===== src/rtl/scp079_pkg.sv =====
// scp079_pkg: shared types and default thresholds for the scp079 escalation FSM.
//   state_e  - 3-bit state codes (codes 5-7 unused/illegal)
//   colour_e - decoded colour request from scp079_color_check
//   T_*_DEF  - default timer thresholds
package scp079_pkg;

    typedef enum logic [2:0] {
        NORMAL   = 3'd0,
        ALERT    = 3'd1,
        STANDBY  = 3'd2,
        CAUTION  = 3'd3,
        LOCKDOWN = 3'd4
    } state_e;

    typedef enum logic [1:0] {
        COL_NONE   = 2'd0,
        COL_GREEN  = 2'd1,
        COL_YELLOW = 2'd2,
        COL_RED    = 2'd3
    } colour_e;

    localparam logic [5:0] T_GREEN_DEF   = 6'd35;
    localparam logic [5:0] T_STANDBY_DEF = 6'd5;
    localparam logic [5:0] T_RED_DEF     = 6'd25;
    localparam logic [5:0] T_YELLOW_DEF  = 6'd20;
    localparam logic [5:0] T_LOCK_DEF    = 6'd12;

endpackage


===== src/rtl/scp079_color_check.sv =====
// scp079_color_check: combinational one-hot check of the colour inputs.
//   green/yellow/red - raw colour requests
//   valid            - exactly one colour is high
//   colour           - decoded colour, COL_NONE whenever valid is low
module scp079_color_check
    import scp079_pkg::*;
(
    input  logic    green,
    input  logic    yellow,
    input  logic    red,
    output logic    valid,
    output colour_e colour
);

    always_comb begin
        valid  = 1'b0;
        colour = COL_NONE;
        unique case ({green, yellow, red})
            3'b100: begin valid = 1'b1; colour = COL_GREEN;  end
            3'b010: begin valid = 1'b1; colour = COL_YELLOW; end
            3'b001: begin valid = 1'b1; colour = COL_RED;    end
            default: begin valid = 1'b0; colour = COL_NONE;  end
        endcase
    end

endmodule


===== src/rtl/scp079.sv =====
// scp079: Moore escalation FSM driven by a one-hot colour request and an
// externally supplied tick count.
//   clock, reset     - system clock, asynchronous active-high reset
//   green/yellow/red - colour requests (exactly one high is valid)
//   timer            - external tick count, restarted by the environment
//   state            - registered state code
//   a1/a2/a3         - standby / alert / lockdown alarms
//   cheat_out        - registered illegal-colour flag
module scp079
    import scp079_pkg::*;
#(
    parameter logic [5:0] T_GREEN   = T_GREEN_DEF,
    parameter logic [5:0] T_STANDBY = T_STANDBY_DEF,
    parameter logic [5:0] T_RED     = T_RED_DEF,
    parameter logic [5:0] T_YELLOW  = T_YELLOW_DEF,
    parameter logic [5:0] T_LOCK    = T_LOCK_DEF
) (
    input  logic       clock,
    input  logic       reset,
    input  logic       green,
    input  logic       yellow,
    input  logic       red,
    input  logic [5:0] timer,
    output logic [2:0] state,
    output logic       a1,
    output logic       a2,
    output logic       a3,
    output logic       cheat_out
);

    logic       valid;
    colour_e    colour;
    logic [2:0] state_d, state_q;
    logic       cheat_d, cheat_q;

    scp079_color_check u_color_check (
        .green  (green),
        .yellow (yellow),
        .red    (red),
        .valid  (valid),
        .colour (colour)
    );

    always_comb begin
        state_d = state_q;
        cheat_d = ~valid;
        case (state_q)
            NORMAL: if (valid) begin
                if (colour == COL_RED)                            state_d = ALERT;
                else if (colour == COL_YELLOW)                    state_d = CAUTION;
                else if (colour == COL_GREEN && timer >= T_GREEN) state_d = STANDBY;
            end
            STANDBY: if (valid) begin
                if (colour == COL_RED)                              state_d = ALERT;
                else if (colour == COL_YELLOW)                      state_d = CAUTION;
                else if (colour == COL_GREEN && timer >= T_STANDBY) state_d = NORMAL;
            end
            ALERT: if (valid) begin
                if (colour == COL_GREEN)                        state_d = NORMAL;
                else if (colour == COL_YELLOW)                  state_d = CAUTION;
                else if (colour == COL_RED && timer >= T_RED)   state_d = LOCKDOWN;
            end
            CAUTION: if (valid) begin
                if (colour == COL_GREEN)                            state_d = NORMAL;
                else if (colour == COL_RED)                         state_d = ALERT;
                else if (colour == COL_YELLOW && timer >= T_YELLOW) state_d = ALERT;
            end
            // Lockdown releases on time alone; colour only affects cheat_out.
            LOCKDOWN: if (timer >= T_LOCK) state_d = NORMAL;
            // Illegal codes recover unconditionally.
            default: state_d = NORMAL;
        endcase
    end

    always_ff @(posedge clock or posedge reset) begin
        if (reset) begin
            state_q <= NORMAL;
            cheat_q <= 1'b0;
        end else begin
            state_q <= state_d;
            cheat_q <= cheat_d;
        end
    end

    assign state     = state_q;
    assign cheat_out = cheat_q;
    assign a1        = (state_q == STANDBY);
    assign a2        = (state_q == ALERT);
    assign a3        = (state_q == LOCKDOWN);

endmodule


===== config.mk =====
export PLATFORM = sky130hd
export DESIGN_NAME = scp079
export DESIGN_NICKNAME = d
export VERILOG_FILES = /design/src/rtl/scp079_pkg.sv /design/src/rtl/scp079_color_check.sv /design/src/rtl/scp079.sv
export SDC_FILE = /design/constraint.sdc
export NUM_CORES = 1
export LEC_CHECK = 0
export CORE_AREA = 4 4 41 43
export DETAILED_ROUTE_END_ITERATION = 16
export DIE_AREA = 0 0 45 47
export PLACE_DENSITY = 0.65
export SETUP_SLACK_MARGIN = 0.1
export SLEW_MARGIN = 20
export SYNTH_ARGS = -nofsm -noshare
export SYNTH_HDL_FRONTEND = slang
export SYNTH_SLANG_ARGS = --single-unit

===== constraint.sdc =====
create_clock -name clock -period 2 [get_ports clock]
set_input_delay 0.4 -clock clock [delete_from_list [all_inputs] [get_ports clock]]
set_output_delay 0.4 -clock clock [all_outputs]
set_load 0.005 [all_outputs]

==> metrics list <==
* Outcome: finished, final reports clean
- CTS tree: built
- Final wirelength: approximately 1400 um
- Of the total synthesized cell area, the portion taken by full adders, half adders and majority gates is 0.0831.
- At the pin with the least slew margin, the transition time is 426 ps.
- In the final layout, the multi-input gates occupy approximately 400 um^2.
* Net count of the mapped netlist: 69
* HPWL Detailed: just under 1000 um
- Combined area of all synthesized cells: 452 um^2
* Number of buffer and inverter stages on the critical path: 1
- Using the TritonRoute via totals, the vias-per-cell ratio works out to 5.43.
- The initial utilization of the core area, before any placement, comes to 0.347.
* Compound-cell area share of the yosys netlist: 0.335
- Syn-to-layout area delta: 81.2%
* Source-to-sink clock delay at the later pin of the worst-skew pair: 240 ps
- The largest individual stage delay along the critical path comes from the cell clkdlybuf4s50_1.
* Total routing usage reported by global routing: 0.127
- In the global route stage, met3 resource usage came out at 0.0230.
- The final hold violation count is 0.
- Of the total synthesized cell area, the portion taken by XOR and XNOR cells is 0.0388.
- In the final layout, flip-flops and latches occupy 103 um^2.
- In this run the number of H-tree levels came out at 1.
- Entering global routing, the biggest net connects 9 pins.
- Setup repair after global routing could not meet its margin everywhere.
* Port buffer count: 17
* Clk sink count: 4
- Congestion Overflow GR: 0
- Clock skew on the completed layout was measured at 6.93 ps.
* Synthesized instance count: 55
- Share of synthesized cell area in and, or, nand and nor gates: 0.255
* Maximum vdd ir drop: 0.417 mV
- In this design, the stage delay of the slowest critical-path cell is 490 ps.
- Type of the worst min-delay path: in2async
* Power Dens Cells: 869 mW/mm^2
- After filler insertion, the fill cell instance count of the layout stands at between 100 and 150.
- Final weighted congestion in routability-driven placement: 0.805
- TritonCTS Buffers: 3
- Max Fanout on Critical Path: 5
- Synthesized area divided by synthesized cell count: ~8.2 um^2
- For this run, the post-layout net count is 104.
- The synthesized design contains 4 register bits.
- Number of max-slew violations in the final report: 0
* Site row count: 13
- Clk buf depth: 2
- Largest family of logic cells by synthesized area: compound AO/OA/AOI/OAI gates
- The worst setup path is captured at a register.
* Crit path launch type: input port
- In this run the standard cell core region covers 0.00130 mm^2.
- Boundary Pins: 18
- The repair_antennas step left the layout with diodes totalling 0.
- After clock tree synthesis, the clock-pin slew on the worst setup and hold paths is 40 ps.
* Placed Cells incl. Taps: 97
- In the final layout, the share of cells above drive strength 1 is 0.455.
- The tightest hold path in the finished design has a slack of 364 ps.
- Initial DRT Pass Iterations: 3
- Measured along the x axis, the die boundary spans ~45 um.
- For this run, global-route usage on met2 was measured as 0.212.
* Post-layout util: 0.629
* Floorplan die height: 47 um
- For this run, the register share of the synthesized area comes to 0.222.
- Share of the cycle needed by the critical path after routing: 0.957
- The number of antenna violations at the first check in global routing came to 0.
* Wire per inst: 13.9 um
* Die outline area: 0.00212 mm^2
- 1st-iter DRT viols: 7
- Time the worst path needs with I/O delays and setup: 1910 ps
- Critical path cell sequence: clkdlybuf4s50_1 -> a2111oi_1 -> o2111ai_2 -> o31ai_4 -> nor3_2 -> a32o_1
- Hold_buf cts: 0
- After global routing, the most crowded layer is met2.
- In the global route stage, met1 resource usage came out at 0.155.
* ANT nets after route: 0
* Number of non-filler instances in the completed layout: 103
- The tree is rooted in a clkbuf_4.
* Max_cap viols: 0
- First-pass GRT wire length: between 1500 and 2000 um
- The setup path with the least slack is of type in2reg.
- The analysis attributes to cell leakage a power of 0.000338 uW.
- The number of global-route vias before repair is 468.
* Req. time, crit path: 2120 ps
- Setup violations remaining at the end of the flow were counted as 0.
- The cell family contributing the most delay on the critical path is compound AO/OA/AOI/OAI gates.
- The worst pin sits at a relative slew slack of 0.715.
- Across all layers, the routed design uses 559 vias.
- Number of distinct standard cells referenced by the synthesized netlist: 32
- Warning count from the yosys run: 0
- Proportion of synthesized area in mux cells: 0
* DRC viols: 0
- Achievable Freq: 523 MHz
* Worst endpoint data arrival time: 2030 ps
[path summary, 6_finish.rpt]
path,startpoint,endpoint,slack (ps),cells past startpoint
worst max register to register,state[2],state[2],230,7
worst min-delay path,reset,state[1],360,2
worst min register to register,state[1],state[1],730,3
max in group asynchronous,reset,state[2],1450,2
worst max-delay path,timer[4],state[2],90,6
min in group clock,red,cheat_out,660,3
[per-layer routing]
layer  vias up  wire, um
li1        276         -
met1       267       599
met2        14       755
met3         2        59
met4         0        15
met5         -         0
[report_power, final]
part	switching, uW	leakage (uW)	internal [uW]	total [uW]
Clock	32.4	0.0000138	67.1	99.5
Combinational	204	0.000279	270	474
Sequential	32.7	0.0000446	105	137
Total	269	0.000338	442	711
[placed cells by master, fill, tap and decap left out, types with 2 or more instances in the layout]
cell type        synthesis  routed
nand2_1                  3       2
inv_1                    5       5
nor3b_2                  0       2
nand2b_1                 3       2
clkbuf_4                 0       3
nor2_2                   0       3
clkdlybuf4s50_1          0      14
dfrtp_1                  4       2
nor2_1                   5       2
clkbuf_2                 0       3
buf_4                    0      14
dfrtp_2                  0       2
o21ai_0                  3       3
a21oi_1                  3       3
ha_2                     0       2
[cells by family (layout without fill, tap and decap cells)]
| logic type | count (synthesis) | in the layout |
|---|---|---|
| and+or+nand+nor | 20 | 20 |
| AOI/OAI and AO/OA | 20 | 20 |
| xor gates and xnor gates | 2 | 2 |
| DFF | 4 | 4 |
| adders and majority gates | 3 | 3 |
| buffers and inverters | 6 | 39 |
[synthesized netlist by cell type (all sizes together)]
cell     instances  share of area
a211oi           1          0.017
nor2             5          0.042
a311oi           1          0.019
o2111ai          1          0.019
xor2             1          0.019
o21ai            3          0.033
a2111oi          1          0.019
nor4             1          0.014
xnor2            1          0.019
nor3             2          0.022
a32o             1          0.022
inv              5          0.042
o311a            1          0.022
o211ai           1          0.017
a21boi           1          0.017
a41o             1          0.022
or3b             1          0.025
ha               3          0.083
o21a             1          0.017
dfrtp            4           0.22
nor3b            2          0.033
buf              1          0.025
or2b             1          0.019
or2              1          0.014
a21oi            3          0.033
o41ai            1          0.019
o22ai            1          0.014
o31ai            2          0.044
nand2b           4          0.061
nand2            3          0.025
[registers in the layout, summed over array words and instances, names as in the netlist]
name / flops
cheat_out: 1
state: 3
[through the flow]
stage	total power (uW)	instance area [um^2]	setup TNS, ps	setup slack (ps)
2_1_floorplan	313	452	0	187
3_3_place_gp	492	712	-1220	-431
3_5_place_dp	490	712	-1290	-471
4_1_cts	612	756	0	45.7
5_1_grt	765	818	0	65.8
6_report	711	818	0	86.5
[layout make-up]
type	count	share of cell area
flip-flops and latches	4	0.125
repair buffers	31	0.318
well taps	15	0.0229
inverters	5	0.0229
clock buffers	3	0.0275
multi-input cells	45	0.483
[repair_timing]
action	CTS	global route
gates resized for setup	10	19
pin swaps	5	4
setup endpoints to repair	6	6
buffers inserted	0	3
Note: power is estimated with default switching activity, not from simulation.
